==> src/rtl/fft_loader_pkg.sv <==
// Shared state encoding, size defaults and address helper for the FFT input loader.
package fft_loader_pkg;

   localparam int DEF_WIDTH = 16;
   localparam int DEF_N_2   = 5;

   typedef enum logic [1:0] {
      FILL      = 2'd0,
      START     = 2'd1,
      WAIT_DONE = 2'd2
   } state_t;

   // Mirrors the low 'bits' bits of v; the result's upper bits are zero.
   function automatic logic [31:0] bit_reverse(input logic [31:0] v, input int bits);
      logic [31:0] r;
      logic [31:0] t;
      r = '0;
      t = v;
      for (int i = 0; i < 32; i++) begin
         if (i < bits) begin
            r = {r[30:0], t[0]};
            t = t >> 1;
         end
      end
      return r;
   endfunction

endpackage

==> src/rtl/fft_loader_hann_lut.sv <==
// Hann window coefficient ROM, unsigned Q0.width, one-cycle registered read.
module hann_lut import fft_loader_pkg::*; #(
   parameter int width = DEF_WIDTH,
   parameter int N_2   = DEF_N_2
) (
   input  logic             clk,
   input  logic [N_2-1:0]   idx,
   output logic [width-1:0] out
);

   localparam int  N     = 2 ** N_2;
   localparam real PI    = 3.14159265358979323846;
   localparam int  C_MAX = (1 << width) - 1;

   // The peak value 1.0 is not representable in Q0.width, so it clamps to all-ones.
   function automatic logic [width-1:0] hann_val(input int n);
      real v;
      int  c;
      v = 0.5 * (1.0 - $cos(2.0 * PI * n / N)) * (2.0 ** width);
      c = $rtoi(v + 0.5);
      if (c > C_MAX) c = C_MAX;
      return width'(c);
   endfunction

   logic [width-1:0] rom [N];

   for (genvar i = 0; i < N; i++) begin : g_rom
      localparam logic [width-1:0] COEF = hann_val(i);
      assign rom[i] = COEF;
   end

   logic [width-1:0] out_q;

   always_ff @(posedge clk) begin
      out_q <= rom[idx];
   end

   assign out = out_q;

endmodule

==> src/rtl/fft_loader.sv <==
// Loads windowed audio samples into FFT RAM in bit-reversed order, then hands off to the FFT.
// Define FFT_LOADER_HANN_WINDOW_EN to apply the Hann window; otherwise the window is rectangular.
module fft_loader import fft_loader_pkg::*; #(
   parameter int width = DEF_WIDTH,
   parameter int N_2   = DEF_N_2
) (
   input  logic               clk,
   input  logic               reset,
   input  logic [23:0]        sample_in,
   input  logic               sample_valid,
   input  logic               fft_ready,
   input  logic               fft_done,
   output logic               we,
   output logic [N_2-1:0]     adr,
   output logic [2*width-1:0] wd,
   output logic               fft_start,
   output logic               overrun
);

   localparam logic [N_2-1:0] K_LAST = '1;

   state_t                  state_q, state_d;
   logic [N_2-1:0]          k_q, k_d;
   logic                    overrun_q, overrun_d;
   logic                    accept;

   logic                    vld_p0_q, vld_p0_d;
   logic signed [width-1:0] samp_p0_q, samp_p0_d;
   logic [N_2-1:0]          adr_p0_q, adr_p0_d;
   logic signed [width-1:0] real_p0;

   logic                    we_q, we_d;
   logic [N_2-1:0]          adr_q, adr_d;
   logic [2*width-1:0]      wd_q, wd_d;

   always_comb begin
      state_d   = state_q;
      k_d       = k_q;
      overrun_d = overrun_q;
      accept    = 1'b0;
      fft_start = 1'b0;
      unique case (state_q)
         FILL: begin
            if (sample_valid) begin
               accept = 1'b1;
               // k parks at N-1; it only returns to 0 once the FFT has released the RAM
               if (k_q == K_LAST) state_d = START;
               else               k_d     = k_q + 1'b1;
            end
         end
         START: begin
            if (fft_ready && !vld_p0_q && !we_q) begin
               fft_start = 1'b1;
               state_d   = WAIT_DONE;
            end
         end
         WAIT_DONE: begin
            if (fft_done) begin
               state_d = FILL;
               k_d     = '0;
            end
         end
         default: state_d = FILL;
      endcase
      if (sample_valid && (state_q != FILL)) overrun_d = 1'b1;
   end

   // Stage p0: capture sample and write address; the LUT read runs in parallel
   always_comb begin
      vld_p0_d  = accept;
      samp_p0_d = sample_in[23 -: width];
      adr_p0_d  = N_2'(bit_reverse(32'(k_q), N_2));
   end

`ifdef FFT_LOADER_HANN_WINDOW_EN
   logic [width-1:0] coef_p0;

   hann_lut #(.width(width), .N_2(N_2)) u_hann_lut (
      .clk (clk),
      .idx (k_q),
      .out (coef_p0)
   );

   function automatic logic signed [width-1:0] window_mult(
      input logic signed [width-1:0] s,
      input logic        [width-1:0] c
   );
      logic signed [2*width-1:0] p;
      p = $signed({{width{s[width-1]}}, s}) * $signed({{width{1'b0}}, c});
      return width'(p >>> width);
   endfunction

   assign real_p0 = window_mult(samp_p0_q, coef_p0);
`else
   assign real_p0 = samp_p0_q;
`endif

   // Stage p1: windowed product lands in the RAM write port registers
   always_comb begin
      we_d  = vld_p0_q;
      adr_d = adr_q;
      wd_d  = wd_q;
      if (vld_p0_q) begin
         adr_d = adr_p0_q;
         wd_d  = {real_p0, {width{1'b0}}};
      end
   end

   always_ff @(posedge clk) begin
      if (reset) begin
         state_q   <= FILL;
         k_q       <= '0;
         overrun_q <= 1'b0;
         vld_p0_q  <= 1'b0;
         we_q      <= 1'b0;
         adr_q     <= '0;
         wd_q      <= '0;
      end else begin
         state_q   <= state_d;
         k_q       <= k_d;
         overrun_q <= overrun_d;
         vld_p0_q  <= vld_p0_d;
         we_q      <= we_d;
         adr_q     <= adr_d;
         wd_q      <= wd_d;
      end
   end

   always_ff @(posedge clk) begin
      samp_p0_q <= samp_p0_d;
      adr_p0_q  <= adr_p0_d;
   end

   assign we      = we_q;
   assign adr     = adr_q;
   assign wd      = wd_q;
   assign overrun = overrun_q;

endmodule

==> config.mk <==
export PLATFORM = sky130hd
export DESIGN_NAME = fft_loader
export DESIGN_NICKNAME = d
export VERILOG_FILES = /design/src/rtl/fft_loader_pkg.sv /design/src/rtl/fft_loader_hann_lut.sv /design/src/rtl/fft_loader.sv
export SDC_FILE = /design/constraint.sdc
export NUM_CORES = 1
export LEC_CHECK = 0
export ABC_AREA = 1
export CORE_AREA = 3 3 69 71
export DETAILED_ROUTE_END_ITERATION = 16
export DIE_AREA = 0 0 72 74
export PLACE_DENSITY = 0.77
export SYNTH_ARGS = -nofsm -noshare
export SYNTH_HDL_FRONTEND = slang
export SYNTH_SLANG_ARGS = --single-unit
==> constraint.sdc <==
create_clock -name clk -period 1.9 [get_ports clk]
set_input_delay 0.475 -clock clk [delete_from_list [all_inputs] [get_ports clk]]
set_output_delay 0.475 -clock clk [all_outputs]
set_load 0.05 [all_outputs]
**After elaboration in Yosys (flattened, before gate mapping)**

Index checks and enable logic that the tools add are counted.

- Word-level logic and storage cells: 42
- Flip-flop bits (word level): 52

- Equality and inequality tests: 8
- Multiplexer cells: 12
- Reduce and logical (&&, ||, !) cells: 11
- Bitwise operators: 1
- Add/sub/neg operators: 1

Operators by type and width:

| cell | count |
|---|---|
| $mux 5 | 3 |
| $ne 2x2->1 const B | 5 |
| $pmux 5 s2 | 1 |
| $mux 2 | 4 |
| $reduce_and 4->1 | 2 |
| $pmux 2 s3 | 1 |
| $add 5x1->5 const B | 1 |
| $eq 5x5->1 const B | 1 |
| $reduce_bool 2->1 | 2 |
| $logic_and 1x1->1 | 3 |
| $mux 1 | 3 |
| $eq 2x1->1 const B | 1 |
| $eq 2x2->1 const B | 1 |
| $logic_not 1->1 | 2 |
| $logic_not 2->1 | 1 |
| $reduce_or 2->1 | 1 |
| $not 1->1 | 1 |

**Depth between registers and ports, before layout**

- Depth after elaboration: 5
- Depth in mapped cells: 10
- Mapped depth without buffers: 10

**Worst setup path before layout**

Ideal clock, no wire load.

- Kind: register to output
- From: register we_q (netlist: we)
- To: output fft_start
- Arrival: 1.037 ns
- Path slack: 0.388 ns
- Path buffers: 0
- Cell stages (with the launch flop): 4
- Required time: 1.425 ns
- Cell sequence: dfxtp_1 -> inv_1 -> nand4_1 -> inv_1

- Longest elaborated chain between the ends: 4

RTL lines:

| item | RTL line | source |
|---|---|---|
| from (decl) | fft_loader.sv:32 | `logic we_q, we_d;` |
| from (signal assigned) | fft_loader.sv:123 | `we_q <= we_d;` |
| $logic_not 1->1 | fft_loader.sv:52 | `if (fft_ready && !vld_p0_q && !we_q) begin` |
| $logic_and 1x1->1 | fft_loader.sv:52 |  |
| $mux 1 | fft_loader.sv:52 |  |
| $mux 1 | fft_loader.sv:42 | `unique case (state_q)` |
| to (decl) | fft_loader.sv:16 | `output logic fft_start,` |

Every way passes these cells.

**Worst setup path after layout**

- From: input fft_ready
- To: output fft_start

- Longest elaborated chain between the ends: 4

RTL lines:

| item | RTL line | source |
|---|---|---|
| from (decl) | fft_loader.sv:11 | `input logic fft_ready,` |
| $logic_and 1x1->1 (2 in a row) | fft_loader.sv:52 |  |
| $mux 1 | fft_loader.sv:52 |  |
| $mux 1 | fft_loader.sv:42 |  |

Every way passes these cells.

==> results by group <==
Run status
  – Status: finished clean

Place
  – GPL Wtd Cong: 0.769
  – Setup WS pre-CTS: 0.0891 ns
  – Port buffer count: 44
  – Detailed-placement wirelength estimate: 2240 microns

Power and ir drop
  – Sw Ratio: 26.7%
  – Clock power frac: 31.2%
  – Peak supply drop: 0.000630 V
  – Gate power share: 15.9%
  – PD cells: 984 nW/um^2
  – P_leak: 1.05 nW
  – Psw: 0.000593 W
  – Pwr Total: 0.00222 W
  – Internal cell power: 0.00163 W
  – Flop pwr share: 52.8%

Final layout
  – Layout cells sized above 1: 19.1%
  – Final nets: 278
  – Fin util: 52.6%
  – Number of inserted diodes: 0
  – Commonest non-fill, non-tap cell in the layout: dfxtp_1
  – Area Overhead vs Synth: 26.4%
  – Fillcell total: 410
  – Commonest non-fill, non-tap cells in the layout: 52 x dfxtp_1, 50 x nor2_1, 27 x buf_4

Detailed routing
  – Metal3 WL: 199 microns
  – Highest routed layer: met4
  – Total wire length: 3290 microns
  – Vias/cell: 4.50
  – Routed via count: 1340
  – DR pass1 iterations: 4
  – Met1 WL: 1530 microns
  – Number of routed nets with antenna violations: 0
  – Wirelength per Cell: 11.0 microns
  – Initial detailed-routing violation count: 76
  – Drc violations: 0
  – Met2 routed WL: 1510 microns

CTS
  – Post-CTS setup buffer count: 0
  – Cts repair resizes: 0
  – Clock sinks: 52
  – TritonCTS Buffers: 5
  – CTS tree: built
  – CTS Buffer Depth: 2
  – Clk_lat worst skew: 0.29 ns
  – Max H-tree Level: 2
  – Cts-stage hold buffer count: 0
  – CTS Root Cell: clkbuf_8
  – Worst-path clk slew: 0.08 ns

Die
  – Core area: 4290 sq um
  – DIE AREA: 5330 sq um
  – Die height: 74 microns
  – Die Span X: 72 microns
  – Count of boundary I/O pins: 69
  – Rows: 24
  – Starting Density: 41.6%

Logic synthesis
  – Post-synthesis compound-gate area fraction: 8.40%
  – Area share of fa/ha/maj cells after synthesis: 1.40%
  – Post-synthesis instance total: 201
  – Syn Area/Cell: 8.89 sq um
  – Synth Cell Area: 1790 sq um
  – Post-Synth Simple-Gate Area: 21.1%
  – Largest family of logic cells by synthesized area: simple AND/OR/NAND/NOR gates
  – Xor/xnor share of the synthesized area: 0%
  – Sequential fraction of the synthesis area: 58.3%
  – Synth warn: 0
  – Synthesized flop and latch total: 52
  – Synth unique cells: 25
  – Multiplexer share of the synthesized area: 0%

STA
  – Final Setup Violations: 0
  – PnR worst setup slack: 0.0853 ns
  – Slew @ Worst Pin: 0.615 ns
  – Period utilisation layout: 95.5%
  – Post-route minimum period: 1.81 ns
  – F_max: 0.551 GHz
  – Slew headroom: 58.9%
  – Skew final: 0.00176 ns
  – Final Hold Vio Count: 0
  – Pins Over Slew Limit: 0
  – Setup TNS: 0 ns
  – RSZ-0062 raised after global routing: false

GRT
  – GRT Resource Usage Total: 13.4%
  – Initial antenna violation count: 0
  – Largest net degree at the start of global routing: 24
  – Vias in the first global route: 1278
  – Overflow after GRT: 0
  – First-pass GRT wire length: 5540 microns

Min path
  – HP Start: k_q[4]
  – Worst Hold End: adr_p0_q[0]
  – Hold path cells: 0
  – Worst Hold Class: reg -> reg

Worst setup path
  – Worst path buffer plus inverter count: 3
  – RR Endpoint: k_q[0]
  – Cell family with most CP delay: buffers and inverters
  – Reg-to-reg startpoint: k_q[0]
  – CP Data Required Time: 1.42 ns
  – Worst r2r path cells: 10
  – Worst-path fanout max: 2
  – CP max stage delay: 0.48 ns
  – Crit end category: primary output
  – Critical-path top delay cell: clkdlybuf4s50_1
  – Startpoint type of the worst setup path: primary input
  – Critical Path AT: 1.34 ns
  – Crit-path cells: clkdlybuf4s50_1 > nand4_1 > inv_1 > buf_4
  – Reg2reg setup slack: 0.40 ns
  – Worst Setup Path Type: in -> out

Run
  – Max_cap viols: 0
-- power groups by stage --
| stage | clock [W] | sequential (W) | combinational [W] |
|---|---|---|---|
| floorplan | 0 | 0.00130 | 0.000167 |
| global placement | 0 | 0.00120 | 0.000351 |
| detailed placement | 0 | 0.00120 | 0.000356 |
| CTS | 0.000722 | 0.00117 | 0.000357 |
| global route | 0.000759 | 0.00118 | 0.000378 |
| finish | 0.000694 | 0.00117 | 0.000354 |
-- Yosys cell counts (all sizes together) --
cell type	number	area [sq um]
nand2	21	96.3
buf	20	139
nor2	55	224
nand4	3	18.8
inv	10	37.5
nor3	1	5.00
a21oi	6	37.5
nand3b	1	11.3
a211oi	1	7.51
dfxtp	52	1040
nand3	3	15.0
o21ai	21	105
ha	2	25.0
clkbuf	3	12.5
nor3b	1	7.51
conb	1	3.75
-- per-stage QoR --
stage | cells | area [sq um] | hold slack [ns]
6_report | 298 | 2260 | 0.378
5_1_grt | 298 | 2260 | 0.397
4_1_cts | 298 | 2260 | 0.383
3_5_place_dp | 292 | 2160 | 0.365
3_3_place_gp | 292 | 2160 | 0.363
2_1_floorplan | 216 | 1840 | 0.355
-- final cells by class --
type	count	area, sq um	area share (%)
Sequential cell	52	1040	46.1
Timing Repair Buffer	47	403	17.8
Clock buffer	5	68.8	3.05
Multi-Input combinational cell	131	613	27.1
Inverter	10	37.5	1.66
Clock inverter	1	30.0	1.33
Tap cell	52	65.1	2.88
-- routing by layer --
metal,track usage (%),vias up
met1,16.8,599
met4,5.64,0
li1,-,691
met2,21.9,46
met3,3.51,4
met5,0,-
-- kinds of logic after synthesis --
logic type,count (synthesis)
AOI/OAI and AO/OA,28
and+or+nand+nor,85
DFF,52
adders and majority gates,2
other,1
buffers and inverters,33
-- state kept, by name, indices dropped and copies added, names as in the netlist, 2 cells and up --
name and count:
adr_p0_q 5, wd 16, k_q 5, adr 5
state_q 2, real_p0 16
-- worst max path at each step --
stage	cells after the start	slack, ns	endpoint	start
after floorplan	3	0.39	fft_start	we
after global placement	4	0.1	fft_start	fft_ready
after detailed placement	4	0.09	fft_start	fft_ready
after CTS	4	0.08	fft_start	fft_ready
after global routing	5	0.02	fft_start	state_q[0]
final	4	0.09	fft_start	fft_ready
Note: power is estimated with default switching activity, not from simulation.
